## src/rtl/upload_pkg.sv

```systemverilog
// ============================================================================
//  Module      : upload_pkg
//  Description : Shared constants, state encoding and checksum helper for the
//                upload packer (frame: HDR0 HDR1 SRC LEN_H LEN_L payload CHK).
//  Contents    : header defaults, source codes, frame overhead, FSM encoding,
//                frame_chk() helper.
//  Revision    : 1.0 - initial release
// ============================================================================
`default_nettype none

package upload_pkg;

    // Default sync bytes opening every frame.
    localparam logic [7:0] HDR0_DEFAULT = 8'hAA;
    localparam logic [7:0] HDR1_DEFAULT = 8'h44;

    // Source/command codes carried in the SRC byte.
    localparam logic [7:0] SRC_CONFIG = 8'h04;
    localparam logic [7:0] SRC_WRITE  = 8'h05;
    localparam logic [7:0] SRC_READ   = 8'h06;

    // Non-payload bytes per frame: HDR0, HDR1, SRC, LEN_H, LEN_L, CHK.
    localparam int FRAME_OVERHEAD = 6;

    // State encoding.
    localparam logic [3:0] ST_IDLE    = 4'd0;
    localparam logic [3:0] ST_COLLECT = 4'd1;
    localparam logic [3:0] ST_HDR0    = 4'd2;
    localparam logic [3:0] ST_HDR1    = 4'd3;
    localparam logic [3:0] ST_SRC     = 4'd4;
    localparam logic [3:0] ST_LENH    = 4'd5;
    localparam logic [3:0] ST_LENL    = 4'd6;
    localparam logic [3:0] ST_PAYLOAD = 4'd7;
    localparam logic [3:0] ST_CHK     = 4'd8;

    typedef enum logic [3:0] {
        S_IDLE    = ST_IDLE,
        S_COLLECT = ST_COLLECT,
        S_HDR0    = ST_HDR0,
        S_HDR1    = ST_HDR1,
        S_SRC     = ST_SRC,
        S_LENH    = ST_LENH,
        S_LENL    = ST_LENL,
        S_PAYLOAD = ST_PAYLOAD,
        S_CHK     = ST_CHK
    } pk_state_e;

    // Trailing checksum: SRC + LEN_H + LEN_L + payload sum, modulo 256.
    function automatic logic [7:0] frame_chk(input logic [7:0]  src,
                                             input logic [15:0] len,
                                             input logic [7:0]  psum);
        return src + len[15:8] + len[7:0] + psum;
    endfunction

endpackage

`default_nettype wire

```

## src/rtl/upload_packer_if.sv

```systemverilog
// ============================================================================
//  Module      : upload_packer_if
//  Description : Upload-side and packet-side handshake bundle of the packer.
//  Modports    : slave  - packer view (consumes upload, produces packets)
//                master - producer/host view (drives upload, sinks packets)
//  Signals     : upload_req/data/source/valid/ready, pack_data/valid/ready,
//                pack_busy
//  Revision    : 1.0 - initial release
// ============================================================================
`default_nettype none

interface upload_packer_if;

    logic       upload_req;
    logic [7:0] upload_data;
    logic [7:0] upload_source;
    logic       upload_valid;
    logic       upload_ready;
    logic [7:0] pack_data;
    logic       pack_valid;
    logic       pack_ready;
    logic       pack_busy;

    modport slave (
        input  upload_req,
        input  upload_data,
        input  upload_source,
        input  upload_valid,
        output upload_ready,
        output pack_data,
        output pack_valid,
        input  pack_ready,
        output pack_busy
    );

    modport master (
        output upload_req,
        output upload_data,
        output upload_source,
        output upload_valid,
        input  upload_ready,
        input  pack_data,
        input  pack_valid,
        output pack_ready,
        input  pack_busy
    );

endinterface

`default_nettype wire

```

## src/rtl/upload_byte_fifo.sv

```systemverilog
// ============================================================================
//  Module      : upload_byte_fifo
//  Description : Synchronous first-word-fall-through byte FIFO; dout shows the
//                head entry whenever the FIFO is not empty.
//  Ports       : clk, rst_n (async, active-low), push/din, pop/dout,
//                empty, full, count (occupancy, 0..DEPTH)
//  Revision    : 1.0 - initial release
// ============================================================================
`default_nettype none

module upload_byte_fifo #(
    parameter int DEPTH = 256
) (
    input  wire                       clk,
    input  wire                       rst_n,
    input  wire                       push,
    input  wire  [7:0]                din,
    input  wire                       pop,
    output logic [7:0]                dout,
    output logic                      empty,
    output logic                      full,
    output logic [$clog2(DEPTH):0]    count
);

    localparam int AW = $clog2(DEPTH);

    logic [7:0]    mem_q [DEPTH];
    logic [AW-1:0] wr_ptr_q;
    logic [AW-1:0] rd_ptr_q;
    logic [AW:0]   count_q;
    logic [AW:0]   count_d;
    logic          push_ok;
    logic          pop_ok;

    assign push_ok = push && !full;
    assign pop_ok  = pop  && !empty;

    always_comb begin
        count_d = count_q;
        case ({push_ok, pop_ok})
            2'b10:   count_d = count_q + 1'b1;
            2'b01:   count_d = count_q - 1'b1;
            default: count_d = count_q;
        endcase
    end

    // Storage carries no reset; only the pointers define what is valid.
    always_ff @(posedge clk) begin
        if (push_ok) begin
            mem_q[wr_ptr_q] <= din;
        end
    end

    // DEPTH is a power of two, so the pointers wrap naturally.
    always_ff @(posedge clk or negedge rst_n) begin
        if (!rst_n) begin
            wr_ptr_q <= '0;
            rd_ptr_q <= '0;
            count_q  <= '0;
        end else begin
            if (push_ok) begin
                wr_ptr_q <= wr_ptr_q + 1'b1;
            end
            if (pop_ok) begin
                rd_ptr_q <= rd_ptr_q + 1'b1;
            end
            count_q <= count_d;
        end
    end

    assign dout  = mem_q[rd_ptr_q];
    assign empty = (count_q == '0);
    assign full  = (count_q == (AW+1)'(DEPTH));
    assign count = count_q;

endmodule

`default_nettype wire

```

## src/rtl/upload_packer.sv

```systemverilog
// ============================================================================
//  Module      : upload_packer
//  Description : Buffers one upload burst in a byte FIFO and emits it as a
//                framed packet: HDR0 HDR1 SRC LEN_H LEN_L payload CHK.
//  Ports       : clk, rst_n (async, active-low),
//                bus (upload_packer_if.slave): upload_req/data/source/valid,
//                upload_ready, pack_data/valid/ready, pack_busy
//  Revision    : 1.0 - initial release
// ============================================================================
`default_nettype none

module upload_packer
    import upload_pkg::*;
#(
    parameter int         FIFO_DEPTH = 256,
    parameter logic [7:0] HDR0       = HDR0_DEFAULT,
    parameter logic [7:0] HDR1       = HDR1_DEFAULT
) (
    input  wire             clk,
    input  wire             rst_n,
    upload_packer_if.slave  bus
);

    localparam logic [15:0] DEPTH16 = 16'(FIFO_DEPTH);

    pk_state_e   state_q;
    logic [7:0]  src_q;
    logic [15:0] count_q;
    logic [15:0] count_d;
    logic [7:0]  csum_q;
    logic [7:0]  pack_data_q;
    logic        pack_valid_q;

    logic        byte_accept;
    logic        pack_fire;
    logic        fifo_pop;
    logic [7:0]  fifo_dout;
    logic        fifo_empty;
    logic        fifo_full;
    logic [$clog2(FIFO_DEPTH):0] fifo_count;

    assign bus.upload_ready = (state_q == S_COLLECT) && (count_q < DEPTH16);
    assign byte_accept      = bus.upload_valid && bus.upload_ready;
    assign count_d          = count_q + {15'd0, byte_accept};
    assign pack_fire        = pack_valid_q && bus.pack_ready;

    // Payload is prefetched: each FIFO head is popped at the moment it is
    // loaded into the output register, so the FIFO runs dry exactly when the
    // last payload byte is on the output.
    assign fifo_pop = pack_fire &&
                      ((state_q == S_LENL) ||
                       ((state_q == S_PAYLOAD) && !fifo_empty));

    upload_byte_fifo #(
        .DEPTH (FIFO_DEPTH)
    ) u_fifo (
        .clk   (clk),
        .rst_n (rst_n),
        .push  (byte_accept && !fifo_full),
        .din   (bus.upload_data),
        .pop   (fifo_pop),
        .dout  (fifo_dout),
        .empty (fifo_empty),
        .full  (fifo_full),
        .count (fifo_count)
    );

    always_ff @(posedge clk or negedge rst_n) begin
        if (!rst_n) begin
            state_q      <= S_IDLE;
            src_q        <= 8'h00;
            count_q      <= 16'd0;
            csum_q       <= 8'h00;
            pack_data_q  <= 8'h00;
            pack_valid_q <= 1'b0;
        end else begin
            case (state_q)
                S_IDLE: begin
                    if (bus.upload_req) begin
                        state_q <= S_COLLECT;
                        src_q   <= bus.upload_source;
                        count_q <= 16'd0;
                        csum_q  <= 8'h00;
                    end
                end

                S_COLLECT: begin
                    if (byte_accept) begin
                        count_q <= count_d;
                        csum_q  <= csum_q + bus.upload_data;
                    end
                    // Close decisions use the post-acceptance count.
                    if (count_d == DEPTH16) begin
                        state_q      <= S_HDR0;
                        pack_data_q  <= HDR0;
                        pack_valid_q <= 1'b1;
                    end else if (!bus.upload_req) begin
                        if (count_d != 16'd0) begin
                            state_q      <= S_HDR0;
                            pack_data_q  <= HDR0;
                            pack_valid_q <= 1'b1;
                        end else begin
                            state_q <= S_IDLE;
                        end
                    end
                end

                S_HDR0: begin
                    if (pack_fire) begin
                        state_q     <= S_HDR1;
                        pack_data_q <= HDR1;
                    end
                end

                S_HDR1: begin
                    if (pack_fire) begin
                        state_q     <= S_SRC;
                        pack_data_q <= src_q;
                    end
                end

                S_SRC: begin
                    if (pack_fire) begin
                        state_q     <= S_LENH;
                        pack_data_q <= count_q[15:8];
                    end
                end

                S_LENH: begin
                    if (pack_fire) begin
                        state_q     <= S_LENL;
                        pack_data_q <= count_q[7:0];
                    end
                end

                S_LENL: begin
                    if (pack_fire) begin
                        state_q     <= S_PAYLOAD;
                        pack_data_q <= fifo_dout;
                    end
                end

                S_PAYLOAD: begin
                    if (pack_fire) begin
                        if (fifo_count == '0) begin
                            state_q     <= S_CHK;
                            pack_data_q <= frame_chk(src_q, count_q, csum_q);
                        end else begin
                            pack_data_q <= fifo_dout;
                        end
                    end
                end

                S_CHK: begin
                    if (pack_fire) begin
                        pack_valid_q <= 1'b0;
                        pack_data_q  <= 8'h00;
                        if (bus.upload_req) begin
                            // Continuation frame keeps the latched source.
                            state_q <= S_COLLECT;
                            count_q <= 16'd0;
                            csum_q  <= 8'h00;
                        end else begin
                            state_q <= S_IDLE;
                        end
                    end
                end

                default: begin
                    state_q      <= S_IDLE;
                    pack_valid_q <= 1'b0;
                end
            endcase
        end
    end

    assign bus.pack_data  = pack_data_q;
    assign bus.pack_valid = pack_valid_q;
    assign bus.pack_busy  = (state_q != S_IDLE);

endmodule

`default_nettype wire

```

## src/flat_wrapper.sv

```systemverilog
// flat-port wrapper written by rule: the top's interface ports become plain ports
module upload_packer_flat import upload_pkg::*;
#(
    parameter int         FIFO_DEPTH = 256,
    parameter logic [7:0] HDR0       = HDR0_DEFAULT,
    parameter logic [7:0] HDR1       = HDR1_DEFAULT
)
  (clk, rst_n, bus_upload_req, bus_upload_data, bus_upload_source, bus_upload_valid, bus_upload_ready, bus_pack_data, bus_pack_valid, bus_pack_ready, bus_pack_busy);
  upload_packer_if bus_i ();
  input  wire clk;
  input  wire rst_n;
  input wire logic [$bits(bus_i.upload_req)-1:0] bus_upload_req;
  input wire logic [$bits(bus_i.upload_data)-1:0] bus_upload_data;
  input wire logic [$bits(bus_i.upload_source)-1:0] bus_upload_source;
  input wire logic [$bits(bus_i.upload_valid)-1:0] bus_upload_valid;
  output wire logic [$bits(bus_i.upload_ready)-1:0] bus_upload_ready;
  output wire logic [$bits(bus_i.pack_data)-1:0] bus_pack_data;
  output wire logic [$bits(bus_i.pack_valid)-1:0] bus_pack_valid;
  input wire logic [$bits(bus_i.pack_ready)-1:0] bus_pack_ready;
  output wire logic [$bits(bus_i.pack_busy)-1:0] bus_pack_busy;
  assign bus_i.upload_req = bus_upload_req;
  assign bus_i.upload_data = bus_upload_data;
  assign bus_i.upload_source = bus_upload_source;
  assign bus_i.upload_valid = bus_upload_valid;
  assign bus_upload_ready = bus_i.upload_ready;
  assign bus_pack_data = bus_i.pack_data;
  assign bus_pack_valid = bus_i.pack_valid;
  assign bus_i.pack_ready = bus_pack_ready;
  assign bus_pack_busy = bus_i.pack_busy;
  upload_packer #(.FIFO_DEPTH(FIFO_DEPTH), .HDR0(HDR0), .HDR1(HDR1)) u_core (.clk(clk), .rst_n(rst_n), .bus(bus_i));
endmodule
```

## config.mk

```make
export PLATFORM = sky130hd
export DESIGN_NAME = upload_packer_flat
export DESIGN_NICKNAME = d
export VERILOG_FILES = /design/src/rtl/upload_pkg.sv /design/src/rtl/upload_packer_if.sv /design/src/rtl/upload_byte_fifo.sv /design/src/rtl/upload_packer.sv /design/src/flat_wrapper.sv
export SDC_FILE = /design/constraint.sdc
export NUM_CORES = 2
export LEC_CHECK = 0
export BUFFER_PORTS_ARGS = -buffer_cell sky130_fd_sc_hd__buf_2
export CAP_MARGIN = 20
export CORE_MARGIN = 2
export CORE_UTILIZATION = 55
export CTS_BUF_LIST = sky130_fd_sc_hd__clkbuf_4 sky130_fd_sc_hd__clkbuf_8
export DETAILED_ROUTE_END_ITERATION = 8
export PLACE_DENSITY = 0.71
export SYNTH_ARGS = -nofsm -noshare
export SYNTH_HDL_FRONTEND = slang
export SYNTH_SLANG_ARGS = --single-unit
```

## constraint.sdc

```tcl
create_clock -name clk -period 6.3 [get_ports clk]
set_input_delay 0.315 -clock clk [delete_from_list [all_inputs] [get_ports clk]]
set_output_delay 0.315 -clock clk [all_outputs]
set_load 0.01 [all_outputs]
```

After elaboration in Yosys (flattened, before gate mapping):

Memory sizes are Yosys's and may differ from the RTL's.
Cells that the tools add are included.

* bits in registers: 70
* RAM bits: 2048
* bits of input ports: 21
* logic and storage cells: 111
* memories: 1

* add/subtract/negate cells: 9
* order comparisons: 1
* eq/ne operators: 24
* multiplexer cells: 42
* bitwise gates (word level): 1
* reductions and logical operators: 24

Memory list
* u_core.u_fifo.mem_q: depth 256, bits a word 8, read ports 1, clocked after Yosys merged registers in 0, wr ports 1, RTL line upload_byte_fifo.sv:27 `logic [7:0] mem_q [DEPTH];`

Operator list (number)
* 8-bit two-way mux: 14
* 8-bit case mux with 8 select lines: 1
* 16-bit two-way mux: 3
* 16-bit case mux with 3 select lines: 1
* 4-bit two-way mux: 11
* 4-bit case mux with 9 select lines: 1
* 8-bit adder: 4
* 8-bit case mux with 3 select lines: 1
* 10-bit AND reduction: 2
* 2-bit by 1-bit != test with 1-bit output (second input constant): 9
* 9-bit case mux with 2 select lines: 1
* 16-bit by 1-bit adder with 16-bit output: 1
* 8-bit by 1-bit adder with 8-bit output (second input constant): 2
* 16-bit by 9-bit == test with 1-bit output (second input constant): 1
* 4-bit by 3-bit == test with 1-bit output (second input constant): 4
* 16-bit by 9-bit less-than comparator with 1-bit output (second input constant): 1
* 16-bit nonzero test: 1
* 9-bit by 1-bit adder with 9-bit output (second input constant): 1
* 9-bit == test (second input constant): 1
* 9-bit logical NOT: 1
* 9-bit by 1-bit subtractor with 9-bit output (second input constant): 1
* 4-bit by 2-bit == test with 1-bit output (second input constant): 2
* 1-bit logical AND: 8
* 8-bit nonzero test: 1
* other kinds (20): 28

Logic depth before layout (Yosys ltp):

* depth after elaboration: 9
* mapped depth: 17
* gate-level depth less buffers: 16

Hierarchy:

From an unflattened synthesis, not the netlist that was laid out.

* cell total of the unflattened synthesis: 4315
* area total of the unflattened synthesis: 84967.7 µm²

By module, submodules not included
* upload_byte_fifo: instances 1, cells each 3944, area each 81490.7 µm², sequential area each 62124.6 µm²
* upload_packer: instances 1, cells each 371, area each 3477.1 µm², sequential area each 1126.1 µm²

Least setup slack after synthesis:

OpenSTA, ideal clock, no wires.

* path kind: register to register
* start point: register u_core.state_q[1]
* end point: register u_core.pack_data_q[0], in the netlist u_core.bus.pack_data[0]
* arrival: 4.384 ns
* required time: 6.175 ns
* setup slack: 1.792 ns
* cell stages (with the launch flop): 17
* buffers on the path: 2
* period minus slack after synthesis: 4.508 ns
* cell sequence: dfrtp_1 > clkbuf_1 > nor4b_1 > and4_1 > nand2_1 > inv_1 > clkbuf_1 > ha_1 > ha_1 > nand3_1 > or4b_1 > o311a_1 > a221o_1 > nor3_1 > mux2i_1 > nor2_4 > mux2_2

* cells in the longest elaborated chain, start to end: 7
* elaborated cells between the ends (all ways): 26
* those cells by class: add/sub (1); eq/ne (18); mux (2); reduce/logical (5)

RTL lines
* start, declared: RTL line upload_packer.sv:26 `pk_state_e state_q;`
* start signal, assigned: RTL line upload_packer.sv:70 `state_q <= S_IDLE;`
* start signal, assigned: RTL line upload_packer.sv:80 `state_q <= S_COLLECT;`
* start signal, assigned: RTL line upload_packer.sv:94 `state_q <= S_HDR0;`
* 4-bit by 1-bit == test with 1-bit output *: RTL line upload_packer.sv:42 `assign bus.upload_ready = (state_q == S_COLLECT) && (count_q < DEPTH16);`
* 1-bit logical AND *: RTL line upload_packer.sv:42
* named net bus_upload_ready: RTL line flat_wrapper.sv:16 `output wire logic [$bits(bus_i.upload_ready)-1:0] bus_upload_ready;`
* 1-bit logical AND *: RTL line upload_packer.sv:43 `assign byte_accept = bus.upload_valid && bus.upload_ready;`
* 16-bit by 1-bit adder with 16-bit output *: RTL line upload_packer.sv:44 `assign count_d = count_q + {15'd0, byte_accept};`
* 16-bit by 9-bit == test with 1-bit output / 16-bit nonzero test (equally long branches): RTL line upload_packer.sv:93, upload_packer.sv:98
* 3-bit != test (no source line) / 8-bit two-way mux (equally long branches)
* 10-bit AND reduction (no source line) / 8-bit case mux with 8 select lines (equally long branches)
* end signal, assigned: RTL line upload_packer.sv:118 `pack_data_q <= src_q;`
* end signal, assigned: RTL line upload_packer.sv:125 `pack_data_q <= count_q[15:8];`
* end signal, assigned: RTL line upload_packer.sv:132 `pack_data_q <= count_q[7:0];`
* end, declared: RTL line upload_packer.sv:31 `logic [7:0] pack_data_q;`

The timed path passes the listed nets; every way through them passes the cells marked *.
A chain may end at the register's enable or synchronous reset.

Worst setup path after layout:

* start point: register u_core.state_q[1]
* end point: register u_core.u_fifo.count_q[8], in the netlist u_core.u_fifo.count[8]

* cells in the longest elaborated chain, start to end: 7
* elaborated cells between the ends (all ways): 15
* those cells by class: eq/ne (5); mux (1); reduce/logical (9)

RTL lines
* 4-bit by 3-bit == test with 1-bit output / 4-bit by 1-bit == test with 1-bit output (equally long branches): RTL line upload_packer.sv:52, upload_packer.sv:42
* 1-bit logical AND, on equally long branches: RTL line upload_packer.sv:52, upload_packer.sv:42
* 1-bit logical OR / 1-bit logical AND (equally long branches): RTL line upload_packer.sv:51, upload_packer.sv:43
* 1-bit logical AND, on equally long branches: RTL line upload_packer.sv:50, upload_packer.sv:59
* 1-bit logical AND, on equally long branches: RTL line upload_byte_fifo.sv:36, upload_byte_fifo.sv:35
* 2-bit by 1-bit == test with 1-bit output / 2-bit == test (equally long branches): RTL line upload_byte_fifo.sv:40 `case ({push_ok, pop_ok})`
* 9-bit case mux with 2 select lines / 2-bit nonzero test (equally long branches)
* end signal, assigned: RTL line upload_byte_fifo.sv:67 `count_q <= count_d;`
* end, declared: RTL line upload_byte_fifo.sv:30 `logic [AW:0] count_q;`

Several ways; a longest one is shown, not always the timed one.

==> results.yml <==
run_status:
  status: "finished, final reports clean"
logic_synthesis:
  synth_top_cell_by_area: "edfxtp_1"
  ys_seq_area_share_pct: 75.2
  yosys-top-cells-area: "edfxtp_1, mux4_2, mux2i_1"
  synth-seq-cells: 2118
  syn-instance-count: 4320
  yosysMostFrequentCell: "edfxtp_1"
  synth_edf_count: 2048
  synth_commonest_cells: "edfxtp_1, mux4_2, nor2_1"
  yosysUniqueCellTypes: 76
  yosysTopAreaCellShare_pct: 73.1
  syn_nets: 4386
  syn_area_sq_mm: 0.0842
  async_flop_share_pct: 3.31
  synth_area_per_cell_sq_um: 19.5
  ys.flop_type: "edfxtp_1"
  yosysWarningCount: 0
detailed_routing:
  first_pass_iters: 6
  vias: 45663
  drc: 0
  antenna_left: 0
  wirelength_um: 225000
  wire_per_inst_um: 32.7
  drtIter0Drc: 7187
  viasPerCell: 6.64
run:
  cap_violations: 0
finish:
  fin_nets: 4672
  drive_above_1_share_pct: 24.2
  area_delta_synth_final_pct: 11.4
  final_area_sq_mm: 0.0937
  n_fill_cell: 10434
power_and_ir_drop:
  p_leak_uw: 0.0302
  max-vdd-ir-drop_uv: 345
  power_density_mw_per_mm2: 403
worst_setup_path:
  required_ns: 7.11
  crit_arrival_ns: 6.16
  crit_path_end_kind: "register"
  worst_setup_path_start_kind: "register"
  critPathSlowestCell: "nor4b_1"
  crit_fanout: 22
  slowest_delay_ns: 0.62
  critPathKind: "register to register"
  worstPathCellList: "nor4b_1 > and4_1 > nand2_1 > a21oi_2 > buf_4 > inv_1 > ha_1 > ha_1 > nor2b_1 > o21ai_0 > a21boi_0 > o21ai_0 > a21boi_0 > o21a_1 > o311ai_0 > o311ai_0"
global_routing:
  antenna_found_initial: 8
  grt_pass1_wl_um: 320000
  grt_max_degree: 181
  grt_pass1_vias: 45036
  globalRouteOverflowTotal: 0
  grt_usage_pct: 28.7
floorplan:
  dieHeight_um: 395
  initial_core_util_pct: 55.4
  core_sq_mm: 0.152
  io_pins: 32
  fp.dieW_um: 395
  row_count: 143
  dieArea_sq_mm: 0.156
clocking:
  clock-sinks: 2118
  postCtsSetupBuffers: 0
  cts_htree_levels: 5
  clkSlewWorstSetupHoldPaths_ns: 0.06
  root_buffer: "clkbuf_8"
  cts_tree: "done"
  cts_buffer_depth: 4
  clock_latency_ns: 1.05
  cts_buffers: 344
sta:
  slew_headroom_pct: 11.9
  tightest_slew_ns: 1.32
  tns_ns: 0
  fmax_mhz: 187
  fin_skew_ns: 0.0761
  post-route-period-util_pct: 84.9
  slew_viol_final: 0
  final-setup-viol-count: 0
  hold_viol_final: 0
  rsz0062_at_grt: "false"
  min_period_ns: 5.35
placed_design:
  dpl_cell_area_sq_mm: 0.0872
  finalWeightedCongestion: 0.906
  dp_hpwl_um: 137000
  numPortBuffers: 31
hold_path:
  hp-class: "primary input to register"
[where the power goes]
part	switching (uW)	leakage, uW	internal (uW)
Clock	5230	0.00334	6000
Sequential	440	0.0193	15600
Combinational	6190	0.00752	4280
[cells by family (layout without fill, tap and decap cells)]
| logic type | after synthesis | in the layout | share of synthesized area [%] |
|---|---|---|---|
| AO/OA/AOI/OAI | 485 | 485 | 4.05 |
| XOR/XNOR | 39 | 39 | 0.406 |
| adder cells (fa/ha/maj) | 45 | 45 | 0.812 |
| buffers and inverters | 291 | 815 | 1.64 |
| flip-flops | 2118 | 2118 | 75.2 |
| multiplexers | 685 | 685 | 14.5 |
| other | 0 | 7 | 0 |
| AND/OR/NAND/NOR | 657 | 657 | 3.44 |
[cell usage in the layout (no fill, tap or decap), drive strengths merged, types with 27 or more instances in the layout]
cell type / instances
a211oi: 28
a21oi: 75
a221oi: 28
a22oi: 90
buf: 174
clkbuf: 478
clkinv: 101
dfrtp: 70
edfxtp: 2048
ha: 29
inv: 32
mux2i: 234
mux4: 425
nand2: 159
nand3: 48
nor2: 313
nor3: 28
o21ai: 71
o221ai: 27
o22ai: 33
xnor2: 33
[layer usage]
metal / share of wire, % / wire length, um / track usage, % / up-vias
met1: 38 / 85300 / 40.9 / 23582
met2: 45 / 102000 / 42.5 / 3194
li1: - / - / - / 18311
met5: 0.0058 / 13 / 0 / -
met3: 12 / 27100 / 7.32 / 574
met4: 4.5 / 10100 / 12.4 / 2
[final timing paths]
check	slack, ns	cells past startpoint	start	endpoint
setup / recovery	0.95	16	u_core.state_q[1]	u_core.u_fifo.count[8]
hold / removal	0.09	3	bus_upload_source[3]	u_core.src_q[3]
setup reg to reg	0.95	16	u_core.state_q[1]	u_core.u_fifo.count[8]
hold reg to reg	0.52	2	u_core.u_fifo.count[6]	u_core.u_fifo.count[6]
max in group asynchronous	5.31	4	rst_n	u_core.u_fifo.rd_ptr_q[1]
min in group asynchronous	0.44	4	rst_n	u_core.u_fifo.count[6]
[worst max-delay path, delay by kind of cell, from the launching register on]
| kind | cells | cell delay [ns] |
|---|---|---|
| buffers and inverters | 2 | 0.48 |
| AOI/OAI and AO/OA | 8 | 1.83 |
| adders and majority gates | 2 | 0.79 |
| and+or+nand+nor | 4 | 1.44 |
| DFF | 1 | 0.58 |
[what timing repair did]
item | 4_1_cts | 5_1_grt
hold endpoints to repair | 422 | 0
endpoints found under the setup margin | 0 | 0
hold buffers | 22 | 0
gates resized for setup | 0 | 0
[final cells by class]
class,count,area (sq um),area share (%)
flip-flops and latches,2118,63300,67.5
multi-input cells,1911,19600,21.0
clock buffers,470,5720,6.11
well taps,2030,2540,2.71
repair buffers,203,1850,1.97
clock inverters,114,597,0.637
inverters,28,108,0.115
diodes,7,17.5,0.0187
[registers in the layout, indices dropped and copies added (netlist names)]
signal / flops
u_core.u_fifo.rd_ptr_q: 8
u_core.csum_q: 8
u_core.u_fifo.mem_q: 2048
u_core.src_q: 8
u_core.count_q: 16
u_core.u_fifo.wr_ptr_q: 8
u_core.bus.pack_data: 8
u_core.u_fifo.count: 9
u_core.state_q: 4
u_core.bus.pack_valid: 1
[per-stage QoR]
step / worst slack (ns) / util (%) / total power (uW) / hold slack, ns / std cells
final: 0.951 / 61.7 / 37800 / 0.0938 / 6881
after global routing: 0.440 / 61.7 / 38800 / 0.0790 / 6876
after CTS: 1.02 / 61.7 / 37700 / 0.0201 / 6874
after detailed placement: 1.08 / 57.4 / 26600 / 0.281 / 6268
after global placement: 1.16 / 57.4 / 26600 / 0.282 / 6268
after floorplan: 1.79 / - / 22800 / 0.0194 / 4320
(Power assumes the default switching activity.)
